--- src/rtl/core_muldiv_iter.sv ---
// core_muldiv_iter: iterative RV32M/RV64M multiply/divide unit for the execute stage.
//
// Handshakes (both sides): a transfer happens on a rising clock edge where
// valid and ready are both high. The producer holds valid and its payload
// stable until that edge. Ready here never depends combinationally on valid.
// The request side accepts only in IDLE. The result side presents a
// registered result in DONE.
//
// Ports:
//   i_clk, i_rst     clock (rising edge) and asynchronous active-high reset
//   i_valid/o_ready  request handshake; o_ready is high only in IDLE
//   i_funct3         0 MUL, 1 MULH, 2 MULHSU, 3 MULHU, 4 DIV, 5 DIVU, 6 REM, 7 REMU
//   i_rs1, i_rs2     operands (multiplicand/dividend, multiplier/divisor)
//   i_rd             destination tag, returned on o_rd
//   i_flush          kills any in-flight operation; IDLE on the next edge
//   o_valid/i_ready  result handshake toward writeback
//   o_result, o_rd   registered result and tag
//   o_busy           high in CALC or DONE (EX stall)
//   dbg_state        current FSM state (0 IDLE, 1 CALC, 2 DONE)
module core_muldiv_iter #(
  parameter int XLEN           = 32,
  parameter int BITS_PER_CYCLE = 1
) (
  input  logic            i_clk,
  input  logic            i_rst,
  input  logic            i_valid,
  output logic            o_ready,
  input  logic [2:0]      i_funct3,
  input  logic [XLEN-1:0] i_rs1,
  input  logic [XLEN-1:0] i_rs2,
  input  logic [4:0]      i_rd,
  input  logic            i_flush,
  output logic            o_valid,
  input  logic            i_ready,
  output logic [XLEN-1:0] o_result,
  output logic [4:0]      o_rd,
  output logic            o_busy,
  output logic [1:0]      dbg_state
);

  localparam int N  = XLEN / BITS_PER_CYCLE;
  localparam int CW = (N > 1) ? $clog2(N) : 1;
  localparam logic [CW-1:0]   CNT_LAST = CW'(N - 1);
  localparam logic [XLEN-1:0] MOST_NEG = {1'b1, {(XLEN-1){1'b0}}};

  typedef enum logic [1:0] {
    IDLE = 2'd0,
    CALC = 2'd1,
    DONE = 2'd2
  } state_t;

  state_t state, state_nx;

  // ---------------------------------------------------------------------------
  // Request decode (only meaningful while IDLE)
  // ---------------------------------------------------------------------------
  logic            req_div, req_s1, req_s2, req_sign1, req_sign2;
  logic            req_div0, req_ovf, req_fast, accept;
  logic [XLEN-1:0] req_mag1, req_mag2, req_fast_result;

  assign req_div   = i_funct3[2];
  // MULH and MULHSU treat rs1 as signed; MULH alone treats rs2 as signed.
  // DIV and REM (funct3[0] clear) treat both as signed.
  assign req_s1    = req_div ? !i_funct3[0]
                             : (i_funct3[1:0] == 2'b01 || i_funct3[1:0] == 2'b10);
  assign req_s2    = req_div ? !i_funct3[0] : (i_funct3[1:0] == 2'b01);
  assign req_sign1 = req_s1 & i_rs1[XLEN-1];
  assign req_sign2 = req_s2 & i_rs2[XLEN-1];
  assign req_mag1  = req_sign1 ? -i_rs1 : i_rs1;
  assign req_mag2  = req_sign2 ? -i_rs2 : i_rs2;

  assign req_div0  = req_div && (i_rs2 == '0);
  assign req_ovf   = req_div && !i_funct3[0] && (i_rs1 == MOST_NEG) && (i_rs2 == '1);
  assign req_fast  = req_div0 || req_ovf;
  assign accept    = i_valid && (state == IDLE) && !i_flush;

  // funct3[1] separates REM/REMU from DIV/DIVU.
  always_comb begin
    req_fast_result = '0;
    if (req_div0) req_fast_result = i_funct3[1] ? i_rs1 : '1;
    else          req_fast_result = i_funct3[1] ? '0    : i_rs1;
  end

  // ---------------------------------------------------------------------------
  // Latched operation
  //   multiply: op_operand = |rs1|, acc_lo = |rs2| (shifted out LSB first),
  //             acc_hi collects the upper product half.
  //   divide:   op_operand = |rs2|, acc_lo = |rs1| (shifted out MSB first,
  //             quotient bits shifted in), acc_hi is the partial remainder.
  // ---------------------------------------------------------------------------
  logic [2:0]      op_f3;
  logic            op_sign1, op_sign2;
  logic [XLEN-1:0] op_operand, acc_hi, acc_lo;
  logic [CW-1:0]   cnt;

  // One iteration: BITS_PER_CYCLE unrolled single-bit steps.
  logic [XLEN-1:0] hi_nx, lo_nx;
  logic [XLEN:0]   step_sum;

  always_comb begin
    hi_nx    = acc_hi;
    lo_nx    = acc_lo;
    step_sum = '0;
    for (int k = 0; k < BITS_PER_CYCLE; k++) begin
      if (!op_f3[2]) begin
        step_sum = {1'b0, hi_nx} + (lo_nx[0] ? {1'b0, op_operand} : {(XLEN+1){1'b0}});
        lo_nx    = {step_sum[0], lo_nx[XLEN-1:1]};
        hi_nx    = step_sum[XLEN:1];
      end else begin
        // Partial remainder stays below the divisor, so the shifted value
        // fits in XLEN+1 bits and the restored value fits in XLEN bits.
        step_sum = {hi_nx, lo_nx[XLEN-1]};
        lo_nx    = {lo_nx[XLEN-2:0], 1'b0};
        if (step_sum >= {1'b0, op_operand}) begin
          step_sum = step_sum - {1'b0, op_operand};
          lo_nx[0] = 1'b1;
        end
        hi_nx = step_sum[XLEN-1:0];
      end
    end
  end

  // Sign correction applied to the final iteration's value on entry to DONE.
  logic [2*XLEN-1:0] prod_raw, prod_fix;
  logic [XLEN-1:0]   quo_fix, rem_fix, calc_result;

  always_comb begin
    prod_raw    = {hi_nx, lo_nx};
    prod_fix    = (op_sign1 ^ op_sign2) ? -prod_raw : prod_raw;
    quo_fix     = (op_sign1 ^ op_sign2) ? -lo_nx : lo_nx;
    rem_fix     = op_sign1 ? -hi_nx : hi_nx;
    calc_result = '0;
    case (op_f3)
      3'd0:                calc_result = prod_fix[XLEN-1:0];
      3'd1, 3'd2, 3'd3:    calc_result = prod_fix[2*XLEN-1:XLEN];
      3'd4, 3'd5:          calc_result = quo_fix;
      default:             calc_result = rem_fix;
    endcase
  end

  // ---------------------------------------------------------------------------
  // FSM: state register
  // ---------------------------------------------------------------------------
  always_ff @(posedge i_clk or posedge i_rst) begin
    if (i_rst) state <= IDLE;
    else       state <= state_nx;
  end

  // FSM: next state (flush beats accept and the result handshake)
  always_comb begin
    state_nx = state;
    if (i_flush) begin
      state_nx = IDLE;
    end else begin
      case (state)
        IDLE:    if (i_valid) state_nx = req_fast ? DONE : CALC;
        CALC:    if (cnt == CNT_LAST) state_nx = DONE;
        DONE:    if (i_ready) state_nx = IDLE;
        default: state_nx = IDLE;
      endcase
    end
  end

  // FSM: outputs, derived from registered state only
  always_comb begin
    o_ready   = (state == IDLE);
    o_busy    = (state != IDLE);
    o_valid   = (state == DONE);
    dbg_state = state;
  end

  // ---------------------------------------------------------------------------
  // Datapath registers
  // ---------------------------------------------------------------------------
  always_ff @(posedge i_clk or posedge i_rst) begin
    if (i_rst) begin
      op_f3      <= '0;
      op_sign1   <= 1'b0;
      op_sign2   <= 1'b0;
      op_operand <= '0;
      acc_hi     <= '0;
      acc_lo     <= '0;
      cnt        <= '0;
      o_result   <= '0;
      o_rd       <= '0;
    end else if (accept) begin
      op_f3    <= i_funct3;
      op_sign1 <= req_sign1;
      op_sign2 <= req_sign2;
      acc_hi   <= '0;
      cnt      <= '0;
      o_rd     <= i_rd;
      if (req_div) begin
        op_operand <= req_mag2;
        acc_lo     <= req_mag1;
      end else begin
        op_operand <= req_mag1;
        acc_lo     <= req_mag2;
      end
      if (req_fast) o_result <= req_fast_result;
    end else if (state == CALC && !i_flush) begin
      acc_hi <= hi_nx;
      acc_lo <= lo_nx;
      cnt    <= cnt + 1'b1;
      if (cnt == CNT_LAST) o_result <= calc_result;
    end
  end

endmodule
--- config.mk ---
export PLATFORM = sky130hd
export DESIGN_NAME = core_muldiv_iter
export DESIGN_NICKNAME = d
export VERILOG_FILES = /design/src/rtl/core_muldiv_iter.sv
export SDC_FILE = /design/constraint.sdc
export NUM_CORES = 1
export LEC_CHECK = 0
export CAP_MARGIN = 20
export CORE_UTILIZATION = 50
export CTS_BUF_LIST = sky130_fd_sc_hd__clkbuf_16
export CTS_CLUSTER_SIZE = 28
export DETAILED_ROUTE_END_ITERATION = 12
export GPL_TIMING_DRIVEN = 1
export HOLD_SLACK_MARGIN = 0.02
export PLACE_DENSITY = 0.75
export SYNTH_ARGS = -nofsm -noshare
export SYNTH_HDL_FRONTEND = slang
export SYNTH_SLANG_ARGS = --single-unit
--- constraint.sdc ---
create_clock -name i_clk -period 7.75 [get_ports i_clk]
set_input_delay 1.1625 -clock i_clk [delete_from_list [all_inputs] [get_ports i_clk]]
set_output_delay 1.1625 -clock i_clk [all_outputs]
set_load 0.03 [all_outputs]
==> impl_metrics.py <==
metrics = {
    "outcome": {
        "outcome": "finished, final reports clean",
    },
    "timing": {
        "rsz0062_at_grt": "no",
        "worstMarginPinSlew_ns": 1.07,
        "final.period_utilization_pct": 76.9,
        "setup_viol": 0,
        "fin_crit_ns": 5.96,
        "final.setup.tns_ns": 0,
        "maxSlewHeadroom_pct": 29.0,
        "fmax_mhz": 168,
        "slew_violations": 0,
        "skew_ns": 0.0129,
        "report.final.hold_viol_count": 0,
        "hold_slack_ns": 0.478,
    },
    "worst_hold_path": {
        "min_path_type": "register to register",
    },
    "floorplanning": {
        "dieArea_um2": 33900,
        "rows": 66,
        "die_w_um": 184,
        "initial_core_util_pct": 50.8,
        "io_pins": 119,
        "die_y_um": 184,
        "core_um2": 32600,
    },
    "worst_setup_path": {
        "path_max_fanout": 35,
        "arrival_ns": 6.27,
        "cp.required_ns": 8.06,
        "path_class": "register to register",
        "end_kind": "register",
        "start_kind": "register",
    },
    "synthesis": {
        "syn_area_um2": 16600,
        "synth_edf_count": 0,
        "synth_nets": 2406,
        "ys_warn_count": 0,
        "async_flop_share_pct": 100,
        "ys_seq_area_share_pct": 21.9,
        "ys_ff_latch": 145,
        "syn_avg_cell_area_um2": 7.35,
        "synth.distinct_cells": 106,
        "synth-main-ff-cell": "dfrtp_1",
        "synth_cells": 2255,
    },
    "power_and_ir_drop": {
        "seqPwrFrac_pct": 16.7,
        "peakVddDrop_v": 0.000208,
        "internal-power_w": 0.00315,
        "p_switching_w": 0.00404,
        "clkPwrFrac_pct": 11.4,
        "pwr-share-comb_pct": 71.9,
        "power.density_nw_per_um2": 389,
        "swShare_pct": 56.2,
        "leakagePower_nw": 7.45,
    },
    "clock_network": {
        "postCtsSetupRepairBufs": 0,
        "clock-sinks": 145,
        "post_cts_resized": 0,
        "cts_root_buf": "clkbuf_16",
        "clk_latency_ns": 0.45,
        "cts_tree": "built",
        "numCtsBuffers": 17,
        "htreeDepth": 4,
        "cts_hold_buf": 0,
        "clkTransAtPathRegs_ns": 0.07,
        "ctsLongestPathBuffers": 2,
    },
    "job": {
        "maxCapViolations": 0,
    },
    "final_layout": {
        "area_growth_pct": 11.4,
        "layout-drive-gt1-share_pct": 5.23,
        "diodes": 0,
        "final_util_pct": 56.7,
        "fin_nets": 2415,
    },
    "global_routing": {
        "grt_overflow": 0,
        "antenna_found_initial": 1,
        "grt_max_degree": 101,
        "grt_pass1_vias": 16600,
        "grt_use_total_pct": 39.5,
        "grt_pass1_wl_um": 101000,
    },
    "placement": {
        "dp_hpwl_um": 51500,
        "gp_congestion": 1.04,
        "portBuffers": 118,
    },
    "drt": {
        "routed_wl_um": 66700,
        "drt_iter0_markers": 1977,
        "avgRoutedWirePerCell_um": 24.5,
        "num_vias": 18000,
        "ant_nets": 0,
        "via_per_inst": 6.63,
        "first_pass_iters": 6,
        "drc": 0,
    },
}
[power groups by stage]
| stage | clock (W) | sequential (W) | combinational [W] |
|---|---|---|---|
| after floorplan | 0 | 0.00109 | 0.00365 |
| after global placement | 0 | 0.00120 | 0.00491 |
| after detailed placement | 0 | 0.00120 | 0.00497 |
| after CTS | 0.000818 | 0.00119 | 0.00500 |
| after global routing | 0.000846 | 0.00123 | 0.00552 |
| final | 0.000820 | 0.00120 | 0.00518 |
[final cells by class]
cell class / count / area, um2
Multi-Input combinational cell: 1882 / 12100
Clock buffer: 17 / 425
Fill cell: 3074 / 14100
Tap cell: 442 / 553
Timing Repair Buffer: 145 / 1380
Inverter: 73 / 279
Clock inverter: 15 / 133
Sequential cell: 145 / 3630
[per-layer routing]
metal | track usage [%] | up-vias | wire length, um
li1 | - | 8255 | -
met1 | 49.8 | 8526 | 26300
met2 | 62.4 | 1019 | 29500
met3 | 7.51 | 223 | 6320
met4 | 24.1 | 2 | 4530
met5 | 0 | - | 15
[layout by cell type, fill, tap and decap left out, types with 15 or more instances in the layout]
master | Yosys | layout
clkdlybuf4s50_1 | 0 | 117
o31ai_1 | 23 | 23
o21ai_0 | 209 | 208
nand2b_1 | 16 | 16
clkbuf_16 | 0 | 17
xor2_1 | 73 | 72
ha_1 | 72 | 72
nor4_1 | 19 | 19
buf_4 | 0 | 27
mux2i_1 | 45 | 45
nand2_1 | 283 | 282
a21oi_1 | 199 | 198
a31oi_1 | 25 | 25
a21o_1 | 36 | 36
a221oi_1 | 15 | 15
nand3_1 | 50 | 50
o211ai_1 | 52 | 52
maj3_1 | 23 | 23
nor3_1 | 55 | 55
inv_1 | 72 | 71
a22o_1 | 16 | 16
and3_1 | 20 | 20
and2_1 | 45 | 45
o21ai_1 | 24 | 25
a211oi_1 | 28 | 28
nand4_1 | 35 | 35
dfrtp_1 | 145 | 144
nor2_1 | 190 | 188
xnor2_1 | 93 | 92
[cells in the mapped netlist, types with 24 or more instances]
master	instances	area share, %
nand2_1	283	6.4
a211oi_1	28	1.3
xor2_1	73	3.9
and2_1	45	1.7
nand4_1	35	1.3
nor2_1	190	4.3
o211ai_1	52	2.4
xnor2_1	93	4.9
nand3_1	50	1.5
dfrtp_1	145	22
a21o_1	36	1.6
mux2i_1	45	2.7
a31oi_1	25	0.94
o21ai_0	209	6.3
ha_1	72	5.4
o21ai_1	24	0.72
inv_1	72	1.6
a21oi_1	199	6.0
buf_2	28	0.85
nor3_1	55	1.7
clkbuf_1	116	2.6
[stage by stage]
step	total power, W	cell area (um2)	worst slack (ns)	cells
detailed placement	0.00617	17900	1.61	2687
finish	0.00719	18500	1.79	2719
global route	0.00759	18500	1.45	2719
CTS	0.00701	18500	1.81	2719
global placement	0.00611	17900	1.56	2687
floorplan	0.00474	16600	2.69	2255
[cell families after synthesis]
group                      synth area share [%]
buffers and inverters                      5.51
DFF                                        21.9
AOI/OAI and AO/OA                          30.4
adders and majority gates                  7.06
and+or+nand+nor                            23.2
xor gates and xnor gates                   8.77
muxes                                      3.12
[path summary, 6_finish.rpt]
check / from / end / slack (ns) / cells after the start
min: o_rd[0] / o_rd[0] / 0.48 / 2
min reg2reg: o_rd[0] / o_rd[0] / 0.48 / 2
min in group asynchronous: i_rst / op_operand[3] / 1.20 / 2
max reg2reg: acc_lo[0] / o_result[24] / 1.79 / 17
max in group asynchronous: i_rst / op_f3[2] / 5.06 / 3
max: acc_lo[0] / o_result[24] / 1.79 / 17
[state kept, by name (all words and copies together) (netlist names)]
signal,flops
op_sign1,1
cnt,5
acc_hi,32
o_rd,5
acc_lo,32
dbg_state,2
op_sign2,1
op_f3,3
op_operand,32
o_result,32
[worst max-delay path, cell delays in order (launching register included)]
cell,delay (ns)
dfrtp_1,1.04
and2_1,0.25
ha_1,0.20
inv_1,0.07
fa_1,0.40
nand2b_1,0.18
a21oi_1,0.35
o2111ai_1,0.30
o41ai_1,0.81
o21ai_0,0.19
a31oi_1,0.36
o2111a_1,0.31
and3b_2,0.29
nand4_4,0.19
o31a_1,0.33
xor2_1,0.14
a221oi_1,0.31
o21ai_1,0.09
Note: power is estimated with default switching activity, not from simulation.
